===== src/rtl/if_fetch_unit.sv =====
// RV32 instruction fetch: one outstanding imem request feeding an in-order {pc, instruction} buffer.
// Build option IF_PREFETCH_EN: 2-entry buffer so a request can issue alongside the previous response.
package PipelineReg;
  typedef struct packed {
    logic [31:0] pc;
    logic [31:0] instruction;
  } ID_STATE;
endpackage

module if_fetch_unit #(
  parameter logic [31:0] RESET_PC = 32'h0000_0000
) (
  input  logic                 clk,
  input  logic                 rst,
  input  logic                 stall,
  input  logic                 kill,
  input  logic [31:0]          redirect_pc,
  output logic                 imem_req,
  output logic [31:0]          imem_addr,
  input  logic                 imem_rvalid,
  input  logic [31:0]          imem_rdata,
  output PipelineReg::ID_STATE id_state,
  output logic                 valid
);
  // state | meaning
  // IDLE  | no request outstanding
  // WAIT  | request outstanding, its response is pushed into the buffer
  // DROP  | killed request outstanding, its response is discarded

`ifdef IF_PREFETCH_EN
  localparam int BUF_DEPTH = 2;
`else
  localparam int BUF_DEPTH = 1;
`endif
  localparam int CNT_W = $clog2(BUF_DEPTH + 1);

  typedef enum logic [1:0] {IDLE, WAIT, DROP} state_t;

  state_t               state, state_nxt;
  PipelineReg::ID_STATE fifo_q [BUF_DEPTH];
  logic [CNT_W-1:0]     count, count_nxt, wr_idx;
  logic [31:0]          fetch_pc, req_pc;
  logic                 pop, push, resp_done, full;

  assign valid    = (count != '0);
  assign id_state = fifo_q[0];

  always_comb begin
    pop       = valid && !stall && !kill;
    push      = !kill && (state == WAIT) && imem_rvalid;
    resp_done = (state != IDLE) && imem_rvalid;
    wr_idx    = count - CNT_W'(pop);
    count_nxt = count + CNT_W'(push) - CNT_W'(pop);
    full      = (count == CNT_W'(BUF_DEPTH));
    // a new request needs a free slot once this cycle's push/pop has settled
    imem_req  = !rst && !kill && ((state == IDLE) || resp_done) &&
                (count_nxt < CNT_W'(BUF_DEPTH));
    imem_addr = imem_req ? fetch_pc : 32'h0;
  end

  always_comb begin
    state_nxt = state;
    if (kill) begin
      // a response landing in the kill cycle closes out the request
      if (state != IDLE) state_nxt = imem_rvalid ? IDLE : DROP;
    end else if (imem_req) begin
      state_nxt = WAIT;
    end else if (resp_done) begin
      state_nxt = IDLE;
    end
  end

  always_ff @(posedge clk) begin
    if (rst) begin
      state    <= IDLE;
      fetch_pc <= RESET_PC;
      req_pc   <= '0;
      count    <= '0;
      for (int i = 0; i < BUF_DEPTH; i++) fifo_q[i] <= '0;
    end else begin
      state <= state_nxt;
      if (kill)          fetch_pc <= redirect_pc & ~32'h3;
      else if (imem_req) fetch_pc <= fetch_pc + 32'd4;
      if (imem_req) req_pc <= fetch_pc;
      if (kill) begin
        count <= '0;
      end else begin
        count <= count_nxt;
        if (pop)
          for (int i = 0; i < BUF_DEPTH - 1; i++) fifo_q[i] <= fifo_q[i+1];
        if (push)
          for (int i = 0; i < BUF_DEPTH; i++)
            if (CNT_W'(i) == wr_idx) fifo_q[i] <= '{pc: req_pc, instruction: imem_rdata};
      end
    end
  end

  a_no_overflow: assert property (@(posedge clk) disable iff (rst) !(push && full && !pop));

endmodule


===== config.mk =====
export PLATFORM = sky130hd
export DESIGN_NAME = if_fetch_unit
export DESIGN_NICKNAME = d
export VERILOG_FILES = /design/src/rtl/if_fetch_unit.sv
export SDC_FILE = /design/constraint.sdc
export NUM_CORES = 1
export LEC_CHECK = 0
export CORE_MARGIN = 2
export CORE_UTILIZATION = 53
export CTS_BUF_LIST = sky130_fd_sc_hd__clkbuf_2
export CTS_CLUSTER_DIAMETER = 30
export DETAILED_ROUTE_END_ITERATION = 12
export PLACE_DENSITY = 0.95
export RECOVER_POWER = 50
export SYNTH_ARGS = -nofsm -noshare
export SYNTH_HDL_FRONTEND = slang
export SYNTH_SLANG_ARGS = --single-unit

===== constraint.sdc =====
create_clock -name clk -period 8.4 [get_ports clk]
set_clock_uncertainty 0.2 [all_clocks]
set_input_delay 1.68 -clock clk [delete_from_list [all_inputs] [get_ports clk]]
set_output_delay 1.68 -clock clk [all_outputs]
set_load 0.1 [all_outputs]

## After elaboration in Yosys (flattened, before gate mapping)

Memories as Yosys holds them, arrays and structs flattened.
Cells that the tools add are included.
W data, S select, Z words.

- $add $sub $neg: 4
- Magnitude comparators: 1
- Eq/ne operators: 2
- Multiplexer cells: 17
- Reductions and logical operators: 19

Operator list:

| cell | count |
|---|---|
| $mux W32 | 3 |
| $mux W64 | 1 |
| $reduce_or A64 Y1 | 1 |
| $add A32 B3 Y32 const B | 1 |
| $mux W2 | 5 |
| $logic_and A1 B1 Y1 | 8 |
| $mux W1 | 8 |
| $reduce_bool A2 Y1 | 2 |
| $logic_not A1 Y1 | 3 |
| $reduce_bool A3 Y1 | 1 |
| $eq A2 B1 Y1 const B | 1 |
| $logic_not A2 Y1 | 1 |
| $ne A2 B1 Y1 const B | 1 |
| $reduce_and A2 Y1 | 1 |
| $reduce_or A2 Y1 | 1 |
| $sub A1 B1 Y1 | 2 |
| $add A1 B1 Y1 | 1 |
| $logic_or A1 B1 Y1 | 1 |
| $lt A1 B1 Y1 const B | 1 |

- Flip-flop bits (word level): 67
- Memory bits (writable): 64
- Input port bits: 69
- Output and inout port bits: 98
- Word-level logic and storage cells: 49
- Memories kept: 1

Memories:

| memory | words | width | read ports | clocked after Yosys merged registers in | write ports | line | source |
|---|---|---|---|---|---|---|---|
| fifo_q | 1 | 64 | 1 | 0 | 1 | 40 | `PipelineReg::ID_STATE fifo_q [BUF_DEPTH];` |

## Depth between registers and ports, before layout

- Depth in word-level cells: 11
- Depth in mapped cells: 7
- Depth with buffers taken out: 6

## Least setup slack after synthesis

OpenSTA, ideal clock, no wires.

- Kind: input -> register
- Start: input kill
- End: memory fifo_q[0][0] in the netlist's numbering (enable)
- Library setup time: 0.495 ns
- Data arrival time: 5.181 ns
- Required time: 7.705 ns
- Path slack: 2.525 ns
- Stages: 4
- Path buffers: 3
- Cell sequence: clkbuf_1 > clkbuf_1 > buf_1 > o21bai_1

- Word-level cells in the longest chain between the ends: 10
- Elaborated cells between the ends (all ways): 12
- Classes of those cells: 1 x add/sub; 6 x mux; 5 x reduce/logical

RTL lines:

| item | line | source |
|---|---|---|
| from (decl) | 16 | `input logic kill,` |
| $logic_not A1 Y1 | 49, 50 |  |
| $logic_and A1 B1 Y1 | 49 | `pop = valid && !stall && !kill;` |
| $sub A1 B1 Y1 | 52 | `wr_idx = count - CNT_W'(pop);` |
| $mux W1 | 93 | `if (CNT_W'(i) == wr_idx) fifo_q[i] <= '{pc: req_pc, instruction: imem_rdata};` |
| $mux W1 | 91 | `if (push)` |
| $mux W1 (*) | 85 | `if (kill) begin` |
| $mux W1 (*) | 74 | `if (rst) begin` |
| $mux W1 (implied by the code) (*) | 93 |  |
| $reduce_or A64 Y1 (no line) | n/a |  |
| $mux W1 (no line) (*) | n/a |  |
| to (decl) | 40 |  |

Every way passes the cells marked *; elsewhere a longest branch is shown, timed or not.

## Final worst setup path

- Start: input imem_rvalid
- End: output imem_addr[24]

- Word-level cells in the longest chain between the ends: 6
- Elaborated cells between the ends (all ways): 9
- Classes of those cells: 2 x add/sub; 1 x order compare; 1 x mux; 5 x reduce/logical

RTL lines:

| item | line | source |
|---|---|---|
| from (decl) | 20 | `input logic imem_rvalid,` |
| $logic_and A1 B1 Y1 | 50 | `push = !kill && (state == WAIT) && imem_rvalid;` |
| $add A1 B1 Y1 | 53 | `count_nxt = count + CNT_W'(push) - CNT_W'(pop);` |
| $sub A1 B1 Y1 | 53 |  |
| $lt A1 B1 Y1 | 57 | `(count_nxt < CNT_W'(BUF_DEPTH));` |
| $logic_and A1 B1 Y1 (*) | 56 | `imem_req = !rst && !kill && ((state == IDLE) \|\| resp_done) &&` |
| $mux W32 (*) | 58 | `imem_addr = imem_req ? fetch_pc : 32'h0;` |
| to (decl) | 19 | `output logic [31:0] imem_addr,` |

Marked as above.

==> metrics.log <==
INFO  metric run_status = complete, but fails checks
INFO  metric failed_checks = max-capacitance violations, max-slew violations
INFO  metric num_vias = 4651
INFO  metric p_sw = 0.454 mW
INFO  metric area_share_of_the_largest_cell_type_after_synthesis = 33.2%
INFO  metric num_antenna_cells = 0
INFO  metric synthXorXnorAreaFrac = 2.81%
INFO  metric grt_max_degree = 65
INFO  metric die_w = 107 um
INFO  metric synth_seq_cells = 125
INFO  metric insertion_delay = 0.67 ns
INFO  metric coreArea = 0.0103 mm^2
INFO  metric hold-path-cell-count = 2
INFO  metric compound_gate_fraction_of_synth_area = 13.1%
INFO  metric final_max_slew_viol_count = 161
INFO  metric setup_violations = 0
INFO  metric cts_hold_buffers = 0
INFO  metric power.clock.fraction = 29.1%
INFO  metric crit_path_max_fanout = 33
INFO  metric critical_path.max_stage_delay = 1.13 ns
INFO  metric worst_slew_margin_rel = -120%
INFO  metric netlist_area = 0.00560 mm^2
INFO  metric drc = 0
INFO  metric cp.required = 6.52 ns
INFO  metric cts_tree = built
INFO  metric fin_cells = 854
INFO  metric share_comb_of_total_power = 20.3%
INFO  metric post-cts-setup-buffer-count = 0
INFO  metric place.port_buffers = 160
INFO  metric cts_buffers = 17
INFO  metric end_kind = output port
INFO  metric post_synth_num_cell_types = 61
INFO  metric globalRouteTotalUtil = 24.7%
INFO  metric setup.worst_path.start = imem_rvalid
INFO  metric vdd.ir_drop.worst = 0.0000862 V
INFO  metric synth-edff-count = 62
INFO  metric dp_slack = 1.93 ns
INFO  metric cap_viol_max_count = 3
INFO  metric detail_route.vias_per_cell = 5.45
INFO  metric criticalPathCategory = input port to output port
INFO  metric reg2reg_from = state[1]$_SDFFE_PP0P_
INFO  metric drtAntennaViolNets = 0
INFO  metric critical_path.most_common_cell = inv_1
INFO  metric cells_resized_by_post_cts_repair = 0
INFO  metric worst_pin_slew = 3.30 ns
INFO  metric syn2layout_area_growth = 33.1%
INFO  metric worstPathCellList = dlygate4sd3_1 > nand3b_1 > nor2_1 > o21ai_0 > inv_1 > nand2_1 > inv_1 > clkdlybuf4s50_1
INFO  metric worst_case_setup_margin_in_the_final_layout = 1.40 ns
INFO  metric wire_per_inst = 16.3 um
INFO  metric p_leak = 3.01 nW
INFO  metric grt_remaining_overflow = 0
INFO  metric ys_warn_count = 0
INFO  metric grt_antenna_before_repair = 0
INFO  metric fmaxAchievable = 0.143 GHz
INFO  metric yosys.area_share.adder = 0.223%
INFO  metric synthFlopType = dfxtp_1
INFO  metric area_taken_by_multi_input_logic_gates = 0.00211 mm^2
INFO  metric setup_repair_after_global_routing_missed_its_margin = false
INFO  metric synth_area_per_cell = 10.1 um^2
INFO  metric setup_tns = 0 ns
INFO  metric min_period_over_period = 83.3%
INFO  metric synth_simple_gate_area_share = 21.7%
INFO  metric cts_buffer_depth = 2
INFO  metric timing.final.crit_period = 7.00 ns
INFO  metric drt_first_iter_violations = 371
INFO  metric tritoncts_num_sinks = 125
INFO  metric floorplan.initialDensity = 54.5%
INFO  metric main_combinational_cell_family_by_area_after_synthesis = simple AND/OR/NAND/NOR gates
INFO  metric layout.filler_cells = 728
INFO  metric placedInstanceArea = 0.00726 mm^2
INFO  metric internal_power = 0.911 mW
INFO  metric critPathSlowestCell = clkdlybuf4s50_1
INFO  metric timing.reg2reg.worst_path_depth = 4
INFO  metric hp_start = req_pc[24]$_SDFFE_PP0N_
INFO  metric share_of_post_route_cells_with_drive_strength_above_1 = 6.55%
INFO  metric whs = 0.263 ns
INFO  metric register_share_of_total_power = 50.6%
INFO  metric post-layout-total-power = 1.36 mW
INFO  metric hold_violations = 0
INFO  metric detail_route.wirelength = 13900 um
INFO  metric sequential_cell_area = 0.00312 mm^2
INFO  metric path_clk_slew = 0.16 ns
INFO  metric synth_sequential_area_ratio = 55.7%
INFO  metric cts_root_buffer_type = clkbuf_2
INFO  metric hpwl_dp = 9630 um
INFO  metric grt_pass1_wl = 21700 um
INFO  metric ys_top_cells_by_area = edfxtp_1 (33%), dfxtp_1 (23%), and2_1 (7.0%)
INFO  metric globalplace.congestion = 0.899
INFO  metric std_cell_rows = 37
INFO  metric boundaryPins = 167
INFO  metric worstPathArrival = 5.12 ns
INFO  metric cts.htree.levels = 4
INFO  metric die_area = 0.0114 mm^2
INFO  metric drt_pass1_iterations = 6
INFO  metric asyncSetResetFlopFracSynth = 0%
INFO  metric vias_in_the_first_global_route = 4469
INFO  metric switching_share = 33.3%
INFO  metric power-per-cell-area = 183 mW/mm^2
INFO  metric placed_cells = 822
INFO  metric synth.mux.area_fraction = 0%
INFO  metric post-synth-top-area-cell = edfxtp_1
INFO  metric final_core_util = 72.5%
INFO  metric holdCritPathClass = flop to flop
INFO  metric postSynthCellCount = 557
INFO  metric finish.net_count = 775
INFO  metric worstSetupStartpointType = input port
INFO  metric final_design_area_no_fill = 0.00745 mm^2
INFO  metric chipHeight = 107 um
-- layer usage --
metal / global-route usage, % / routed length (um)
met1: 30.3 / 5510
met2: 41.0 / 6940
met3: 7.78 / 1310
met4: 8.72 / 133
met5: 0 / 0
-- final timing paths --
kind | end | slack, ns
setup reg to reg | fifo_q[0][60]$_SDFFCE_PN0P_ | 4.41
hold reg to reg | req_pc[24]$_SDFFE_PP0N_ | 0.26
setup / recovery | imem_addr[24] | 1.40
hold / removal | req_pc[24]$_SDFFE_PP0N_ | 0.26
-- layout by cell type, fill, tap and decap left out, types with 6 or more instances in the layout --
cell             instances
a211oi_1                 8
edfxtp_1                62
inv_1                   48
clkbuf_2                17
dfxtp_1                 63
nand3_1                 11
xor2_1                  12
and2_1                  53
xnor2_1                  6
nor2_1                  17
o21a_1                  11
nand2_1                 74
a21oi_1                 49
and2_0                  10
clkdlybuf4s50_1        157
nor2b_1                 13
and3_1                   8
-- sequential cells by signal, indices dropped and copies added (netlist names) --
signal	count
fetch_pc	30
state	2
valid	1
req_pc	30
fifo_q	62
-- cell families after synthesis --
kind of cell	count (synthesis)
other	1
DFF	125
adders and majority gates	1
buffers and inverters	86
AOI/OAI and AO/OA	107
and+or+nand+nor	219
xor gates and xnor gates	18
-- synth_stat cells (3+ instances only) --
library cell  instances
o31a_1                3
xnor2_1               6
nand3_1              11
edfxtp_1             62
a311oi_1              3
and4_1                5
a2111oi_2             5
nor2_1               17
nor2b_1              13
o22ai_1               3
dfxtp_1              63
inv_1                47
nor4_1                3
and3_1                8
buf_4                 6
buf_2                 6
o21ai_0               3
nor3_1                3
a21oi_1              49
a211oi_1              8
nand2b_1              3
o21a_1               11
xor2_1               12
and2_1               63
nand2_1              73
clkbuf_1             24
-- final cells by class --
cell class | count | area share (%)
Tap cell | 136 | 2.28
Clock buffer | 17 | 1.14
Sequential cell | 125 | 41.9
Timing Repair Buffer | 164 | 21.7
Inverter | 48 | 2.42
Multi-Input combinational cell | 349 | 28.3
Clock inverter | 15 | 2.32
-- critical path: cells and delay by family --
kind / cells / cell delay, ns
buf+inv: 4 / 2.61
simple gates: 3 / 0.66
compound gates: 1 / 0.15
-- power by group through the flow --
stage | sequential [mW] | clock, mW | combinational (mW)
global placement | 0.700 | 0 | 0.275
finish | 0.691 | 0.397 | 0.277
detailed placement | 0.702 | 0 | 0.279
global route | 0.694 | 0.432 | 0.289
CTS | 0.689 | 0.400 | 0.280
floorplan | 0.801 | 0 | 0.0979
Power figures use the tool's default switching activity.
